File: config.mk
export PLATFORM = sky130hd
export DESIGN_NAME = pc_sequencer
export DESIGN_NICKNAME = d
export VERILOG_FILES = /design/src/rtl/pc_sequencer.sv
export SDC_FILE = /design/constraint.sdc
export NUM_CORES = 1
export LEC_CHECK = 0
export CELL_PAD_IN_SITES_DETAIL_PLACEMENT = 1
export CELL_PAD_IN_SITES_GLOBAL_PLACEMENT = 2
export CORE_MARGIN = 2
export CORE_UTILIZATION = 30
export DETAILED_ROUTE_END_ITERATION = 10
export PLACE_DENSITY_LB_ADDON = 0.1
export SLEW_MARGIN = 20
export SYNTH_ARGS = -nofsm -noshare
export SYNTH_HDL_FRONTEND = slang
export SYNTH_SLANG_ARGS = --single-unit
File: constraint.sdc
create_clock -name i_clk -period 8.1 [get_ports i_clk]
set_clock_uncertainty 0.05 [all_clocks]
set_input_delay 1.62 -clock i_clk [delete_from_list [all_inputs] [get_ports i_clk]]
set_output_delay 1.62 -clock i_clk [all_outputs]
set_load 0.05 [all_outputs]
File: src/rtl/pc_sequencer.sv
// pc_sequencer: multi-cycle instruction sequencer (FETCH/DECODE/EXEC/MEM/WB/HALT)
//   that owns the PC, the instruction register and the retired-instruction count.
// Latency: 4 cycles per non-memory instruction plus fetch waits.
//   Loads and stores add one MEM cycle plus data waits.
// Backpressure: req/ack handshakes. A request is held with a stable address until a
//   single-cycle ack is seen. Acks that arrive outside the owning state are ignored.
// Ports:
//   i_clk, i_reset             clock (rising edge), asynchronous active-low reset
//   o_imem_*, i_imem_*         instruction fetch port
//   o_instr                    registered instruction word, feeds the external decoder
//   i_dec_*, i_imm             decoder results, held stable from DECODE through WB
//   i_rs2, i_alu_y             register-file rs2 data and combinational ALU result
//   o_dmem_*, i_dmem_*         data load/store port
//   o_rf_we, o_wb_data         register-file write strobe and write data
//   o_pc, o_halted, o_trap     architectural PC and stop status
//   o_instret                  retired-instruction counter (wraps)
module pc_sequencer #(
  parameter int unsigned XLEN     = 32,
  parameter int unsigned ADDR_W   = 32,
  parameter logic [ADDR_W-1:0] RESET_PC = '0,
  parameter int unsigned CNT_W    = 32
) (
  input  logic              i_clk,
  input  logic              i_reset,
  output logic              o_imem_req,
  output logic [ADDR_W-1:0] o_imem_addr,
  input  logic              i_imem_ack,
  input  logic [XLEN-1:0]   i_imem_rdata,
  output logic [XLEN-1:0]   o_instr,
  input  logic              i_dec_w_en,
  input  logic              i_dec_jmp,
  input  logic              i_dec_branch,
  input  logic              i_dec_load,
  input  logic              i_dec_store,
  input  logic              i_dec_illegal,
  input  logic [XLEN-1:0]   i_imm,
  input  logic [XLEN-1:0]   i_rs2,
  input  logic [XLEN-1:0]   i_alu_y,
  output logic              o_dmem_req,
  output logic              o_dmem_we,
  output logic [ADDR_W-1:0] o_dmem_addr,
  output logic [XLEN-1:0]   o_dmem_wdata,
  input  logic              i_dmem_ack,
  input  logic [XLEN-1:0]   i_dmem_rdata,
  output logic              o_rf_we,
  output logic [XLEN-1:0]   o_wb_data,
  output logic [ADDR_W-1:0] o_pc,
  output logic              o_halted,
  output logic              o_trap,
  output logic [CNT_W-1:0]  o_instret
);

  typedef enum logic [2:0] {
    S_FETCH  = 3'd0,
    S_DECODE = 3'd1,
    S_EXEC   = 3'd2,
    S_MEM    = 3'd3,
    S_WB     = 3'd4,
    S_HALT   = 3'd5
  } state_t;

  state_t              r_state;
  state_t              w_next_state;

  logic [ADDR_W-1:0]   r_pc;
  logic [XLEN-1:0]     r_instr;
  logic [XLEN-1:0]     r_alu_q;
  logic [XLEN-1:0]     r_rs2_q;
  logic [XLEN-1:0]     r_ld_q;
  logic [CNT_W-1:0]    r_instret;
  logic                r_trap;

  // Next-PC candidates, all modulo 2^ADDR_W.
  logic [ADDR_W-1:0]   w_alu_addr;
  logic [ADDR_W-1:0]   w_pc_plus4;
  logic [ADDR_W-1:0]   w_jmp_tgt;
  logic [ADDR_W-1:0]   w_br_tgt;
  logic [ADDR_W-1:0]   w_next_pc;
  logic                w_br_taken;
  logic                w_misalign;

  logic                w_imem_req;
  logic                w_dmem_req;
  logic                w_dmem_we;
  logic                w_rf_we;
  logic [XLEN-1:0]     w_wb_data;

  assign w_alu_addr = ADDR_W'(r_alu_q);
  assign w_pc_plus4 = r_pc + ADDR_W'(4);
  // Jump targets always drop bit 0; bit 1 is left in so it can be trapped.
  assign w_jmp_tgt  = {w_alu_addr[ADDR_W-1:1], 1'b0};
  assign w_br_tgt   = r_pc + ADDR_W'(i_imm);
  // The ALU result of a branch is its comparison outcome: non-zero means taken.
  assign w_br_taken = i_dec_branch && (r_alu_q != '0);

  always_comb begin
    w_next_pc = w_pc_plus4;
    if (i_dec_jmp) begin
      w_next_pc = w_jmp_tgt;
    end else if (w_br_taken) begin
      w_next_pc = w_br_tgt;
    end
  end

  // Only word-aligned (bit 1 clear) targets may be loaded into the PC.
  assign w_misalign = w_next_pc[1];

  // ---------------------------------------------------------------------------
  // State register
  // ---------------------------------------------------------------------------
  always_ff @(posedge i_clk or negedge i_reset) begin
    if (!i_reset) begin
      r_state <= S_FETCH;
    end else begin
      r_state <= w_next_state;
    end
  end

  // ---------------------------------------------------------------------------
  // Next-state and per-state output decode
  // ---------------------------------------------------------------------------
  always_comb begin
    w_next_state = r_state;
    w_imem_req   = 1'b0;
    w_dmem_req   = 1'b0;
    w_dmem_we    = 1'b0;
    w_rf_we      = 1'b0;
    w_wb_data    = '0;

    case (r_state)
      S_FETCH: begin
        w_imem_req = 1'b1;
        if (i_imem_ack) begin
          w_next_state = S_DECODE;
        end
      end

      S_DECODE: begin
        w_next_state = i_dec_illegal ? S_HALT : S_EXEC;
      end

      S_EXEC: begin
        w_next_state = (i_dec_load || i_dec_store) ? S_MEM : S_WB;
      end

      S_MEM: begin
        w_dmem_req = 1'b1;
        w_dmem_we  = i_dec_store;
        if (i_dmem_ack) begin
          w_next_state = S_WB;
        end
      end

      S_WB: begin
        // The register write happens even when the PC update traps.
        w_rf_we = i_dec_w_en;
        if (i_dec_load) begin
          w_wb_data = r_ld_q;
        end else if (i_dec_jmp) begin
          w_wb_data = XLEN'(w_pc_plus4);
        end else begin
          w_wb_data = r_alu_q;
        end
        w_next_state = w_misalign ? S_HALT : S_FETCH;
      end

      S_HALT: begin
        w_next_state = S_HALT;
      end

      default: begin
        w_next_state = S_HALT;
      end
    endcase
  end

  // ---------------------------------------------------------------------------
  // Datapath registers
  // ---------------------------------------------------------------------------
  always_ff @(posedge i_clk or negedge i_reset) begin
    if (!i_reset) begin
      r_pc      <= RESET_PC;
      r_instr   <= '0;
      r_alu_q   <= '0;
      r_rs2_q   <= '0;
      r_ld_q    <= '0;
      r_instret <= '0;
      r_trap    <= 1'b0;
    end else begin
      case (r_state)
        S_FETCH: begin
          if (i_imem_ack) begin
            r_instr <= i_imem_rdata;
          end
        end

        S_DECODE: begin
          if (i_dec_illegal) begin
            r_trap <= 1'b1;
          end
        end

        S_EXEC: begin
          r_alu_q <= i_alu_y;
          r_rs2_q <= i_rs2;
        end

        S_MEM: begin
          if (i_dmem_ack && i_dec_load) begin
            r_ld_q <= i_dmem_rdata;
          end
        end

        S_WB: begin
          if (w_misalign) begin
            // PC keeps pointing at the offending instruction.
            r_trap <= 1'b1;
          end else begin
            r_pc      <= w_next_pc;
            r_instret <= r_instret + CNT_W'(1);
          end
        end

        default: begin
        end
      endcase
    end
  end

  // ---------------------------------------------------------------------------
  // Outputs
  // ---------------------------------------------------------------------------
  // Reset parks the FSM in FETCH, so the fetch request is qualified by the reset
  // pin itself: it is low while reset is held and already high for the first
  // rising edge after release.
  assign o_imem_req   = w_imem_req && i_reset;
  assign o_imem_addr  = r_pc;
  assign o_instr      = r_instr;
  assign o_dmem_req   = w_dmem_req;
  assign o_dmem_we    = w_dmem_we;
  assign o_dmem_addr  = w_alu_addr;
  assign o_dmem_wdata = r_rs2_q;
  assign o_rf_we      = w_rf_we;
  assign o_wb_data    = w_wb_data;
  assign o_pc         = r_pc;
  assign o_halted     = (r_state == S_HALT);
  assign o_trap       = r_trap;
  assign o_instret    = r_instret;

endmodule

==> results of run 1 <==
[logic make-up (layout without fill, tap and decap cells)]
| family | after synthesis | after routing | synth area share [%] |
|---|---|---|---|
| AND/OR/NAND/NOR | 352 | 352 | 15.0 |
| AO/OA/AOI/OAI | 259 | 259 | 14.6 |
| flip-flops | 195 | 195 | 42.4 |
| multiplexers | 134 | 134 | 13.0 |
| buffers and inverters | 104 | 447 | 5.01 |
| XOR/XNOR | 82 | 82 | 6.24 |
| adder cells (fa/ha/maj) | 33 | 33 | 3.59 |
| other | 1 | 7 | 0.0326 |
[sequential cells by signal, summed over array words and instances (netlist names)]
name and flops:
o_dmem_addr 32, o_dmem_wdata 32, o_imem_addr 31, o_instr 32, o_instret 32, o_trap 1
r_ld_q 32, r_state 3
[per-stage QoR]
stage	hold slack (ns)	cell area, um2	utilization (%)
CTS	0.428	16200	43.0
global route	0.458	16300	43.0
global placement	0.408	15600	41.4
floorplan	0.431	11500	-
detailed placement	0.412	15600	41.4
finish	0.429	16300	43.1
[synth_stat cells, types with 7 or more instances]
| master | n |
|---|---|
| inv_1 | 8 |
| a21o_1 | 10 |
| nand2_1 | 76 |
| clkbuf_1 | 43 |
| nand3_1 | 40 |
| buf_4 | 34 |
| dfrtp_1 | 195 |
| nor2_1 | 112 |
| mux2i_1 | 7 |
| and4_1 | 8 |
| nand4_1 | 23 |
| nor3_1 | 12 |
| and2_1 | 9 |
| o211ai_1 | 13 |
| mux2_2 | 127 |
| o21ai_0 | 39 |
| xnor2_1 | 61 |
| o21ai_1 | 7 |
| xor2_1 | 21 |
| and3_1 | 22 |
| or3_1 | 9 |
| a211oi_1 | 38 |
| nor4_1 | 14 |
| a21oi_1 | 91 |
| buf_1 | 9 |
| ha_1 | 33 |
[worst paths after layout]
| path | start | to | depth (start not counted) |
|---|---|---|---|
| max | i_dec_jmp | o_wb_data[2] | 9 |
| min | o_trap | o_trap | 1 |
| max reg2reg | o_dmem_addr[29] | o_instret[29] | 8 |
| min reg2reg | o_trap | o_trap | 1 |
| max in group asynchronous | i_reset | o_dmem_wdata[25] | 3 |
| min in group asynchronous | i_reset | o_imem_addr[30] | 1 |
[cell type report]
cell class | count | share of cell area [%]
Timing Repair Buffer | 407 | 24.9
Multi-Input combinational cell | 862 | 37.3
Inverter | 8 | 0.185
Tap cell | 511 | 3.93
Antenna cell | 5 | 0.0770
Clock buffer | 19 | 2.79
Sequential cell | 195 | 30.0
Clock inverter | 13 | 0.862
[metal layers]
layer / vias up / wire length (um) / part of all wire [%]
met5: - / 61 / 0.14
met4: 10 / 755 / 1.7
met3: 50 / 2660 / 5.9
met2: 266 / 22800 / 51
met1: 5204 / 18500 / 41
li1: 4841 / - / -
[where the power goes]
| group | internal [uW] | switching [uW] |
|---|---|---|
| Combinational | 1520 | 2690 |
| Sequential | 1350 | 486 |
| Clock | 453 | 430 |
| Total | 3320 | 3600 |
==> flow_summary.yaml, run 1 <==
outcome:
  outcome: "completed"
die:
  initial_core_util_pct: 30.5
  core_area_mm2: 0.0378
  ios: 400
  fp.dieH_um: 200
  die_width_um: 200
  dieArea_mm2: 0.0399
  fp-row-count: 71
synthesis:
  syn_area_mm2: 0.0115
  seq_area_frac_synth_pct: 42.4
  yosysWarningCount: 0
  netlist_top_cells_area: "dfrtp_1 42%, mux2_2 12%, xnor2_1 4.6%, a21oi_1 4.0%, nor2_1 3.7%"
  synth_edf_count: 0
  synthArstFlopShare_pct: 100
  synth_cells: 1160
  avgSynthCellArea_um2: 9.92
  synth_ff_type: "dfrtp_1"
  yosysTopAreaCell: "dfrtp_1"
  synth_seq_cells: 195
  ys_types: 78
  yosys.area.top_type_share_pct: 42.4
cts:
  hold_buffers: 0
  tritoncts: "built"
  cts_buffers: 17
  cts_buffer_depth: 2
  cts-resized-gates: 0
  htreeDepth: 4
  path_clk_slew_ns: 0.07
  cts_sinks: 195
  clockRootBuffer: "clkbuf_16"
  insertion_delay_ns: 0.45
  cts_setup_buffers: 0
global_routing:
  grt_first_pass_wirelength_mm: 66.9
  busiest_layer: "met2"
  grt_pass1_vias: 11100
  globalRouteTotalUtil_pct: 22.4
  overflow: 0
  grt_max_degree: 77
  grt_use_met2_pct: 38.6
  antenna_found_initial: 9
  grt_util_met3_pct: 5.93
  met1_usage_pct: 27.7
sta:
  slew-limit-headroom_pct: 33.7
  slew_violations: 0
  period_share_pct: 73.0
  finalHoldViolations: 0
  postLayoutSetupSlackWorst_ns: 2.19
  final.setup.tns_ns: 0
  setup_viol: 0
  worst_pin_slew_ns: 0.990
  fmaxAchievable_mhz: 169
  period_needed_ns: 5.91
  rsz0062_at_grt: "false"
final_layout:
  multi_input_area_mm2: 0.00606
  finalNonFillerCells: 2020
  area_growth_pct: 41.3
  final_common_cell: "clkdlybuf4s50_1"
  regArea_mm2: 0.00488
  final_cell_mix: "394 x clkdlybuf4s50_1, 195 x dfrtp_1, 127 x mux2_2, 112 x nor2_1, 91 x a21oi_1"
  nNetsFinal: 1694
  drive_gt1_share_pct: 13.6
  n_fill_cell: 4267
route:
  dr.pass1.iters: 4
  drc_errors: 0
  drtIter0Drc: 427
  wl_per_cell_um: 22.1
  vias_per_cell: 5.13
  ant_nets: 0
  vias: 10400
  routed_wl_mm: 44.7
critical_path:
  cp_slowest_stage_delay_ns: 0.85
  cp_max_fo: 47
  end_kind: "output pin"
  worstSetupPathType: "primary input to output pin"
  r2r_setup_slack_ns: 4.63
  crit_chain: "buf_2, inv_1, buf_4, nor2_1, a21oi_1, nor2_1, a21oi_1, nor2_1, clkdlybuf4s50_1"
  cp-start-kind: "primary input"
  worstPathArrival_ns: 4.24
  crit_top_cell: "nor2_1"
  slowest_stage: "clkdlybuf4s50_1"
  path_buf_inv: 4
  worst_path_dominant_cell_family: "buffers and inverters"
  cp.required_ns: 6.43
pwr:
  vdd_ir_drop_max_mv: 0.206
  p_total_uw: 6920
  power.leakage_uw: 0.00652
  power_density_mw_per_mm2: 426
flow_run:
  maxCapViolCount: 0
place:
  gp_congestion: 0.824
  portBuffers: 397
  hpwl_mm: 34.5
  post-place-ws_ns: 2.25
  post-place-cells: 1983
min_path:
  min_path_type: "flop to flop"
Note: power is estimated with default switching activity, not from simulation.
==> run 2: changes to the inputs <==
--- a/config.mk
+++ b/config.mk
@@ -8,7 +8,7 @@
 export CELL_PAD_IN_SITES_DETAIL_PLACEMENT = 1
 export CELL_PAD_IN_SITES_GLOBAL_PLACEMENT = 2
 export CORE_MARGIN = 2
-export CORE_UTILIZATION = 30
+export CORE_UTILIZATION = 27
 export DETAILED_ROUTE_END_ITERATION = 10
 export PLACE_DENSITY_LB_ADDON = 0.1
 export SLEW_MARGIN = 20
==> constraint.sdc (replaced) <==
create_clock -name i_clk -period 5.5 [get_ports i_clk]
set_clock_uncertainty 0.05 [all_clocks]
set_input_delay 1.1 -clock i_clk [delete_from_list [all_inputs] [get_ports i_clk]]
set_output_delay 1.1 -clock i_clk [all_outputs]
set_load 0.05 [all_outputs]
==> run 2 against run 1 <==
Via count rose by 0.24%. Combinational power rose by 49%. First-iteration DRC count increased by 16%. Power grew 49%. Worst hold slack gained 0.0026 ns. Sequential share of layout area shrank 0.12 points. Non-clock buffer count increased by 7. Wire length up 7.1%. Sequential cell count is the same. Utilization is 4.2 points lower. Global-route usage shrank 0.78 points. Sequential power grew 48%. Largest cell class unchanged. Largest power group unchanged. Highest routed layer unchanged.
==> flow_summary.yaml, run 2 (synthesized netlist as in run 1, its figures left out) <==
sta:
  fmaxAchievable_mhz: 200
  period_needed_ns: 5.01
  final.setup.tns_ns: 0
  worst_pin_slew_ns: 0.984
  slew-limit-headroom_pct: 34.4
  finalHoldViolations: 0
  period_share_pct: 91.1
  rsz0062_at_grt: "false"
  whs_ns: 0.431
  setup_viol: 0
  slew_violations: 0
  postLayoutSetupSlackWorst_ns: 0.488
flow_run:
  maxCapViolCount: 0
critical_path:
  crit_chain: "nand4_1, nor3_2, buf_4, nand4_1, nor3_1, xnor2_1, a211oi_1, a21oi_1, nor2_1, clkdlybuf4s50_1"
  end_kind: "output pin"
  cp.required_ns: 4.35
  worstPathArrival_ns: 3.86
  r2r_setup_slack_ns: 2.18
  critical_path.startpoint: "o_imem_addr[4]"
  cp_slowest_stage_delay_ns: 0.93
  worstSetupPathType: "flop to output pin"
  crit_top_cell: "nand4_1"
  cp-start-kind: "flop"
  slowest_stage: "clkdlybuf4s50_1"
  cp_max_fo: 9
  worst_r2r_startpoint: "o_imem_addr[0]"
pwr:
  vdd_ir_drop_max_mv: 0.335
  power.leakage_uw: 0.00655
  power_density_mw_per_mm2: 630
route:
  drtIter0Drc: 496
  drc_errors: 0
  wl_per_cell_um: 23.3
  vias: 10400
  ant_nets: 0
  vias_per_cell: 5.07
  dr.pass1.iters: 4
  routed_wl_mm: 47.9
final_layout:
  area_growth_pct: 41.9
  final_cell_mix: "394 x clkdlybuf4s50_1, 195 x dfrtp_1, 127 x mux2_2, 112 x nor2_1, 91 x a21oi_1"
  nNetsFinal: 1701
  finalNonFillerCells: 2051
  drive_gt1_share_pct: 14.0
  final_common_cell: "clkdlybuf4s50_1"
outcome:
  outcome: "completed"
cts:
  tritoncts: "built"
  cts_buffers: 17
  htreeDepth: 4
  hold_buffers: 0
  cts_buffer_depth: 2
  cts_sinks: 195
  cts-resized-gates: 0
  insertion_delay_ns: 0.46
  cts_setup_buffers: 0
  clockRootBuffer: "clkbuf_16"
  path_clk_slew_ns: 0.08
global_routing:
  grt_first_pass_wirelength_mm: 71.5
  grt_pass1_vias: 11000
  antenna_found_initial: 8
  grt_max_degree: 67
  overflow: 0
  globalRouteTotalUtil_pct: 21.6
die:
  initial_core_util_pct: 27.4
  fp-row-count: 75
  ios: 400
  die_width_um: 210
  core_area_mm2: 0.0420
  dieArea_mm2: 0.0443
  fp.dieH_um: 210
place:
  portBuffers: 397
  post-place-cells: 2018
  post-place-ws_ns: 0.963
  hpwl_mm: 36.8
  gp_congestion: 0.813
min_path:
  hold_start: "o_instret[31]"
  min_path_type: "flop to flop"
[run 2: cell types whose count changed in the layout (fill, tap and decap cells not counted), sizes merged]
cell	before	now
diode	5	2
clkbuf	20	19
clkinvlp	2	1
clkinv	3	4
buf	12	19
[run 2: worst paths after layout]
path / endpoint / cells after the start
max: o_wb_data[31] / 10
min: o_instret[31] / 1
max reg2reg: o_imem_addr[24] / 10
min reg2reg: o_instret[31] / 1
max in group asynchronous: o_dmem_wdata[16] / 3
min in group asynchronous: o_imem_addr[22] / 1
[run 2: where the power goes]
part	total (uW)	internal, uW	switching (uW)
registers	2720	1990	726
logic	6270	2240	4030
clock network	1300	655	646
total	10300	4880	5400
[run 2: critical path, delay by kind of cell (launching register included)]
| family | cells | cell delay [ns] |
|---|---|---|
| AOI/OAI and AO/OA | 2 | 0.48 |
| xor gates and xnor gates | 1 | 0.13 |
| buffers and inverters | 2 | 1.11 |
| DFF | 1 | 0.53 |
| and+or+nand+nor | 5 | 1.15 |
[run 2: cell type report]
cell class                 count  area, um2
antenna                        2       5.00
clock buffer                  18        439
clock inverter                13        145
fill                        4728      25700
inverter                       8       30.0
multi-input combinational    862       6060
sequential                   195       4880
tap                          539        674
timing repair buffer         414       4100
[run 2: metal layers]
metal | global-route usage [%] | vias to the layer above | part of all wire [%]
met1 | 26.9 | 5263 | 42
met2 | 37.4 | 248 | 50
met3 | 5.83 | 40 | 6.0
met5 | 0 | - | 0.16
li1 | - | 4833 | -
met4 | 4.76 | 12 | 1.4
[run 2: stage by stage]
stage / cell area, um2 / power, uW / util [%]
final: 16300 / 10300 / 38.8
after global routing: 16300 / 10900 / 38.8
after CTS: 16300 / 10400 / 38.8
after detailed placement: 15700 / 9070 / 37.4
after global placement: 15700 / 9030 / 37.4
after floorplan: 11500 / 6820 / -
==> run 3: changes to the inputs <==
--- a/config.mk
+++ b/config.mk
@@ -7,8 +7,8 @@
 export LEC_CHECK = 0
 export CELL_PAD_IN_SITES_DETAIL_PLACEMENT = 1
 export CELL_PAD_IN_SITES_GLOBAL_PLACEMENT = 2
-export CORE_MARGIN = 2
 export CORE_UTILIZATION = 27
+export CTS_CLUSTER_DIAMETER = 120
 export DETAILED_ROUTE_END_ITERATION = 10
 export PLACE_DENSITY_LB_ADDON = 0.1
 export SLEW_MARGIN = 20
==> run 3 against run 2 <==
Utilization grew 0.25 points. First-iteration DRC count is 31% lower. Power grew 0.29%. Count of clock-buffer cells in the layout stayed put. Sequential share of layout area down 0.12 points. Global-route usage about the same.
==> flow_summary.yaml, run 3 (synthesized netlist as in run 1, its figures left out) <==
outcome:
  outcome: "completed"
final_layout:
  drive_gt1_share_pct: 14.1
  final_common_cell: "clkdlybuf4s50_1"
  final_cell_mix: "394 x clkdlybuf4s50_1, 195 x dfrtp_1, 127 x mux2_2, 112 x nor2_1, 91 x a21oi_1"
  post-route-cell-area_mm2: 0.0164
  area_growth_pct: 42.5
  nNetsFinal: 1703
pwr:
  p_int_uw: 4940
  p_total_uw: 10300
  clkPwrFrac_pct: 13.2
  power.leakage_uw: 0.00658
  power_density_mw_per_mm2: 629
  power_frac_comb_pct: 60.4
  vdd_ir_drop_max_mv: 0.360
  swShare_pct: 52.1
  switching_power_uw: 5370
  seq_power_share_pct: 26.3
critical_path:
  cp_slowest_stage_delay_ns: 0.87
  cp.required_ns: 4.35
  rr_endpoint: "o_imem_addr[24]"
  cp_max_fo: 10
  rr_worst_depth: 11
  slowest_stage: "clkdlybuf4s50_1"
  worstPathArrival_ns: 4.03
  worst_r2r_startpoint: "o_imem_addr[0]"
  critical_path.startpoint: "o_imem_addr[2]"
  worstSetupPathType: "flop to output pin"
  r2r_setup_slack_ns: 2.14
  end_kind: "output pin"
  crit_chain: "ha_1, inv_1, nor3_2, nand4_1, xor2_1, a211oi_1, a21oi_1, nor2_1, clkdlybuf4s50_1"
  cp-start-kind: "flop"
  crit_path_end: "o_wb_data[20]"
sta:
  period_needed_ns: 5.18
  fmaxAchievable_mhz: 193
  rsz0062_at_grt: "false"
  slew_violations: 0
  period_share_pct: 94.1
  whs_ns: 0.420
  final.setup.tns_ns: 0
  worst_pin_slew_ns: 1.03
  setup_viol: 0
  slew-limit-headroom_pct: 30.5
  finalHoldViolations: 0
global_routing:
  grt_util_met3_pct: 5.72
  grt_first_pass_wirelength_mm: 70.9
  grt_use_met2_pct: 37.3
  overflow: 0
  globalRouteTotalUtil_pct: 21.6
  grt_pass1_vias: 11100
  met1_usage_pct: 26.7
  grt_max_degree: 64
  busiest_layer: "met2"
  antenna_found_initial: 3
cts:
  cts-resized-gates: 0
  cts_buffers: 17
  htreeDepth: 4
  hold_buffers: 0
  insertion_delay_ns: 0.46
  clockRootBuffer: "clkbuf_16"
  cts_buffer_depth: 2
  cts_setup_buffers: 0
  tritoncts: "built"
  path_clk_slew_ns: 0.08
  cts_sinks: 195
place:
  hpwl_mm: 36.0
  gp_congestion: 0.840
  portBuffers: 397
  dpl-instance-area_mm2: 0.0158
die:
  initial_core_util_pct: 27.4
  dieArea_mm2: 0.0434
  ios: 400
  fp-row-count: 75
  die_width_um: 208
  core_area_mm2: 0.0419
  fp.dieH_um: 208
route:
  drtIter0Drc: 341
  ant_nets: 0
  drc_errors: 0
  routed_wl_mm: 46.8
  vias_per_cell: 5.02
  vias: 10300
  dr.pass1.iters: 4
  wl_per_cell_um: 22.8
min_path:
  hold_depth: 1
  min_path_type: "flop to flop"
  hold_start: "o_trap"
flow_run:
  maxCapViolCount: 0
==> run 3: power groups by stage <==
| stage | clock network, uW | registers (uW) | logic (uW) |
|---|---|---|---|
| 3_3_place_gp | 0 | 2730 | 6250 |
| 3_5_place_dp | 0 | 2750 | 6270 |
| 2_1_floorplan | 0 | 4060 | 2760 |
| 5_1_grt | 1450 | 2820 | 6590 |
| 6_report | 1360 | 2720 | 6230 |
| 4_1_cts | 1410 | 2730 | 6300 |
==> run 3: worst max-delay path: cells and delay by family, from the launching register on <==
kind,cells,cell delay [ns]
simple gates,3,0.97
buf+inv,2,0.96
compound gates,2,0.60
flops,1,0.52
fa+ha+maj,1,0.30
xor+xnor,1,0.21
==> run 3: through the flow <==
step	instances	utilization [%]	worst slack, ns
2_1_floorplan	1161	-	1.52
3_3_place_gp	2020	37.6	0.937
3_5_place_dp	2020	37.6	0.841
4_1_cts	2052	39.1	0.299
5_1_grt	2054	39.1	0.0975
6_report	2054	39.1	0.324
==> run 3: worst min-delay path by stage <==
stage | slack [ns] | endpoint
final | 0.42 | o_trap
after global routing | 0.41 | o_instret[22]
after CTS | 0.41 | o_instret[21]
after detailed placement | 0.41 | o_trap
after global placement | 0.41 | o_trap
after floorplan | 0.43 | r_ld_q[0]
==> run 3: routing by layer <==
layer,up-vias,share of wire (%)
met5,-,0.026
met4,2,1.4
met3,33,5.5
met2,261,50
met1,5169,43
li1,4848,-
==> run 3: layout make-up <==
cell class                 count  area, um2
antenna                        2       5.00
clock buffer                  18        439
clock inverter                14        185
fill                        4701      25600
inverter                       8       30.0
multi-input combinational    862       6060
sequential                   195       4880
tap                          539        674
timing repair buffer         416       4120
==> edit 1 (flow settings as in run 2) <==
Set the parameter `XLEN` to 28 (it was 32).
--- a/src/rtl/pc_sequencer.sv
+++ b/src/rtl/pc_sequencer.sv
@@ -15,7 +15,7 @@
 //   o_pc, o_halted, o_trap     architectural PC and stop status
 //   o_instret                  retired-instruction counter (wraps)
 module pc_sequencer #(
-  parameter int unsigned XLEN     = 32,
+  parameter int unsigned XLEN     = 28,
   parameter int unsigned ADDR_W   = 32,
   parameter logic [ADDR_W-1:0] RESET_PC = '0,
   parameter int unsigned CNT_W    = 32
Ports: changed (8 resized); port bits go from 400 to 368. No check against the original RTL was run, so the function may have changed too.
==> edit 1 against run 2 <==
Synthesized area down 10%; wire length down 18%; critical path depth up 1; power down 8.1%; sequential cell count down 16; cell area down 8.9%; worst setup slack worse by 0.13 ns; register-to-register slack better by 0.03 ns; critical path type unchanged; critical endpoint is now o_wb_data[24]; largest power group unchanged.
==> edit 1: results (changes against run 2) <==
| Metric | Value |
|---|---|
| Layout fillers | 4217 (-11%) |
| Post-CTS Setup Inserts | 0 (unchanged) |
| DRT Wirelength | 39390 um (-18%) |
| RePlAce Congestion | 0.7898 (-2.8%) |
| Part of the Yosys area used for sequential elements | 43.26% (+0.83 points) |
| Ranking of synthesized cells by area | dfrtp_1, mux2_2, xnor2_1, ha_1, nor2_1 |
| WP data arrival | 3.99 ns (+0.13 ns) |
| Synth cell types | 64 (-18%) |
| Post-synth top cells | dfrtp_1, mux2_2, nor2_1 |
| Post-placement cell count | 1837 (-9.0%) |
| Synth Area per Inst | 9.966 um^2 (+0.51%) |
| Vias in the first global route | 9622 (-12%) |
| Hold Path Depth | 1 (unchanged) |
| Ratio of cells with drive above 1 in the final layout | 13.70% (-0.28 points) |
| R2R Path Start | o_imem_addr[0] |
| Clk power | 1.36 mW (+5%) |
| Crit-path max cell delay | 0.85 ns (-0.08 ns) |
| Worst-margin pin slew | 0.9281 ns (-0.05548 ns) |
| Worst-Skew Late Latency | 0.45 ns |
| Pint | 4.681 mW (-4.2%) |
| N_diodes | 0 (-2) |
| P_seq | 2.53 mW (-7%) |
| Routed via count | 9089 (-13%) |
| CP startpoint | o_imem_addr[2] |
| Power density over cell area | 635.5 mW/mm^2 (+0.89%) |
| Max FO, Critical Path | 9 (unchanged) |
| Status | completed |
| IO Port Bufs | 361 (-9.1%) |
| Initial DRC Count | 309 (-38%) |
| Final hold slack | 0.4281 ns (-0.003317 ns) |
| Post-synth design cell area | 0.01035 mm^2 (-10%) |
| First-pass DRT Iterations | 4 (unchanged) |
| Multi-input combinational area share | 36.08% (-1.0 points) |
| Repair and plain buffers | 376 (-9.2%) |
| Sequential cell area | 0.004479 mm^2 (-8.2%) |
| Via density | 4.863 (-4.1%) |
| Hold path endpoint | o_instret[31] |
| HPWL Detailed | 29790 um (-19%) |
| Pre-CTS setup slack | 0.7794 ns (-0.1840 ns) |
| #MultiIn Comb | 761 (-12%) |
| Initial antenna violation count | 0 (-8) |
| Clock sink total | 179 (-8.2%) |
| Total Nets Final | 1525 (-10%) |
| IR drop worst, VDD | 0.4054 mV (+21%) |
| R2r setup slk | 2.21 ns (+0.03 ns) |
| Inverters | 10 (+2) |
| Pin count of the biggest net entering global routing | 69 (+3.0%) |
| Clock buffer count | 19 (+1) |
| Pleak | 6.100 nW (-6.9%) |
| Hold Startpoint | o_instret[31] |
| Finished Cell Area | 0.01487 mm^2 (-8.9%) |
| First-pass GRT wire length | 58880 um (-18%) |
| CP endpoint | o_wb_data[24] |
| Gr usage total | 19.73% (-1.9 points) |
| Data buffer area share | 25.03% (-0.057 points) |
| Post-DP Area | 0.01424 mm^2 (-9.5%) |
| Fin worst setup slack | 0.3628 ns (-0.1251 ns) |
| Reg2Reg Depth | 11 (+1) |
| Clock network area share | 4.223% (+0.64 points) |
-- edit 1: changes by cell type in the layout (fill, tap and decap cells not counted), moves of 9 or more --
cell / delta
clkdlybuf4s50_1: -36
nand3_1: -15
xnor2_1: -17
xor2_1: +12
dfrtp_1: -16
nand4_1: -11
nor2_1: -14
o211ai_1: -9
a21oi_1: -21
mux2_2: -15
-- edit 1: logic make-up after synthesis --
group,after synthesis,share of synthesized area (%)
fa+ha+maj,30,3.625
flops,179,43.26
simple gates,301,13.68
mux,127,13.63
xor+xnor,77,6.513
buf+inv,104,5.184
compound gates,220,14.08
other cells,1,0.03621
-- edit 1: metal layers --
metal	wire, um	vias up	track usage [%]
met2	19600	224	33.85
met5	0	-	0
li1	-	4294	-
met4	405	0	4.143
met1	17650	4548	25.62
met3	1739	23	4.116
-- edit 1: critical path, delay by kind of cell, from the launching register on --
family	cells	cell delay [ns]
simple gates	6	1.43
buf+inv	1	0.85
flops	1	0.51
compound gates	2	0.31
fa+ha+maj	1	0.25
xor+xnor	1	0.18
==> edit 2 (settings of run 2) <==
Made on the original files. Encoding of `state_t`: now one-hot (6 bits for 6 states).
--- a/src/rtl/pc_sequencer.sv
+++ b/src/rtl/pc_sequencer.sv
@@ -50,13 +50,13 @@
   output logic [CNT_W-1:0]  o_instret
 );
 
-  typedef enum logic [2:0] {
-    S_FETCH  = 3'd0,
-    S_DECODE = 3'd1,
-    S_EXEC   = 3'd2,
-    S_MEM    = 3'd3,
-    S_WB     = 3'd4,
-    S_HALT   = 3'd5
+  typedef enum logic [5:0] {
+    S_FETCH  = 6'b000001,
+    S_DECODE = 6'b000010,
+    S_EXEC   = 6'b000100,
+    S_MEM    = 6'b001000,
+    S_WB     = 6'b010000,
+    S_HALT   = 6'b100000
   } state_t;
 
   state_t              r_state;
Behaviour: no difference found for any inputs over 4 cycles, from zero or initial values and one cycle with i_reset low; so few cycles prove little.
==> edit 2 against run 2 <==
Worst setup slack worse by 0.067 ns; highest routed layer unchanged; critical path depth fell by 1; sequential cell count is 3 higher; register-to-register slack got worse by 0.34 ns; wire length increased by 0.93%; maximum frequency fell by 1.3%; synthesized area up 0.62%; cell area increased by 0.74%; non-clock buffer count is 1 higher.
Power is not compared: it rests on default switching activity, and its combinational part moved more than twofold at a synthesized area within 25%.
==> edit 2: results (changes against run 2) <==
| Metric | Value |
|---|---|
| Initial DRC Count | 447 (-9.9%) |
| Vias in the first global route | 11330 (+3.3%) |
| Prevailing post-synth register cell | dfrtp_1 |
| CTS root buf | clkbuf_16 |
| Worst-margin pin slew | 1.035 ns (+0.05168 ns) |
| Hold Startpoint | o_instret[31] |
| HP Class | reg -> reg |
| Post-CTS Setup Inserts | 0 (unchanged) |
| CTS tree | built |
| WP data arrival | 3.93 ns (+0.07 ns) |
| Synth warnings | 0 (unchanged) |
| Async set-reset flop share out of synthesis | 100.0% (unchanged) |
| Gr usage total | 21.70% (+0.11 points) |
| Htree depth | 4 (unchanged) |
| Pleak | 6.869 nW |
| Number of buffers created by CTS | 17 (unchanged) |
| HPWL Detailed | 37010 um (+0.44%) |
| Initial antenna violation count | 2 (-6) |
| Worst-Skew Late Latency | 0.46 ns (about the same) |
| R2r setup slk | 1.84 ns (-0.34 ns) |
| Total Nets Final | 1769 (+4.0%) |
| Layout fillers | 4774 (+0.97%) |
| Slowest CP cell | clkdlybuf4s50_1 |
| Ratio of cells with drive above 1 in the final layout | 10.64% (-3.3 points) |
| F_max | 196.9 MHz (-1.3%) |
| R2R Path Start | r_state[2] |
| Clock buffer depth | 2 (unchanged) |
| Routed via count | 10680 (+2.7%) |
| Pin count of the biggest net entering global routing | 92 (+37%) |
| IO Port Bufs | 397 (unchanged) |
| Post-CTS resize count | 0 (unchanged) |
| Post-DR wirelength/cell | 22.81 um (-2.3%) |
| CP startpoint | o_imem_addr[4] |
| Synth cell types | 73 (-6.4%) |
| Ranking of synthesized cells by area | dfrtp_1, mux2_2, nand2_1, xnor2_1, ha_1 |
| Post-synth top cells | dfrtp_1, nand2_1, nor2_1 |
| First-pass DRT Iterations | 6 (+2) |
| Max FO, Critical Path | 9 (unchanged) |
| Crit-path max cell delay | 0.91 ns (-0.02 ns) |
| Status | completed |
| IR drop worst, VDD | 0.1977 mV |
| Clk slew on worst S/H paths | 0.08 ns (about the same) |
| First-pass GRT wire length | 72640 um (+1.6%) |
| Slew Viols, Final | 0 (unchanged) |
| Part of the Yosys area used for sequential elements | 42.82% (+0.40 points) |
| Pre-CTS setup slack | 0.8514 ns (-0.1120 ns) |
| RePlAce Congestion | 0.8395 (+3.3%) |
==> edit 2: changes by cell type after synthesis, sizes merged, moves of 4 or more <==
cell	change
a211oi	+4
a21oi	-20
buf	+4
inv	+7
mux2	-31
nand2	+105
nand3	+7
nor2	-4
o2111ai	+5
o21ai	-8
or3	-7
xnor2	-4
==> edit 2: cell families (layout without fill, tap and decap cells) <==
family | count (synthesis) | in the layout | synth area share, %
and+or+nand+nor | 451 | 451 | 18.30
buffers and inverters | 113 | 462 | 5.016
adders and majority gates | 33 | 33 | 3.568
xor gates and xnor gates | 81 | 81 | 6.130
DFF | 198 | 198 | 42.82
muxes | 103 | 103 | 9.946
AOI/OAI and AO/OA | 249 | 249 | 14.18
other | 1 | 3 | 0.03240
==> edit 2: worst paths after layout <==
path,endpoint,cells past startpoint
worst max-delay path,o_wb_data[31],9
worst min-delay path,o_instret[31],1
worst max register to register,o_instret[22],8
worst min register to register,o_instret[31],1
max in group asynchronous,o_imem_addr[24],3
min in group asynchronous,o_dmem_wdata[4],1
==> edit 2: power breakdown <==
part | total [mW] | switching [mW] | internal [mW]
Clock | 1.30 | 0.659 | 0.646
Sequential | 1.54 | 0.0572 | 1.49
Combinational | 0.773 | 0.458 | 0.315
==> edit 2: cell type report <==
class / count / area share, %
antenna: 1 / 0.01522
clock buffer: 17 / 2.587
clock inverter: 15 / 0.9966
inverter: 15 / 0.3424
multi-input combinational: 919 / 36.78
sequential: 198 / 30.14
tap: 539 / 4.101
timing repair buffer: 415 / 25.04
==> edit 2: stage by stage <==
| step | hold WS [ns] | cells | cell area [um^2] |
|---|---|---|---|
| after floorplan | 0.4297 | 1230 | 11580 |
| after global placement | 0.4028 | 2086 | 15850 |
| after detailed placement | 0.4065 | 2086 | 15850 |
| after CTS | 0.4268 | 2118 | 16440 |
| after global routing | 0.4382 | 2119 | 16450 |
| final | 0.4215 | 2119 | 16450 |
==> edit 2: metal layers <==
layer  vias to the layer above  track usage [%]  part of all wire (%)
li1                       5024                -                     -
met1                      5340            27.11                    43
met2                       279            37.17                    49
met3                        31            6.021                   6.1
met4                         2            4.881                   1.3
met5                         -                0                 0.033
==> edit 2: worst max-delay path: cells and delay by family, from the launching register on <==
kind                   cells  cell delay (ns)
AO/OA/AOI/OAI              2             0.44
buffers and inverters      1             0.91
XOR/XNOR                   1             0.19
flip-flops                 1             0.52
AND/OR/NAND/NOR            5             1.41
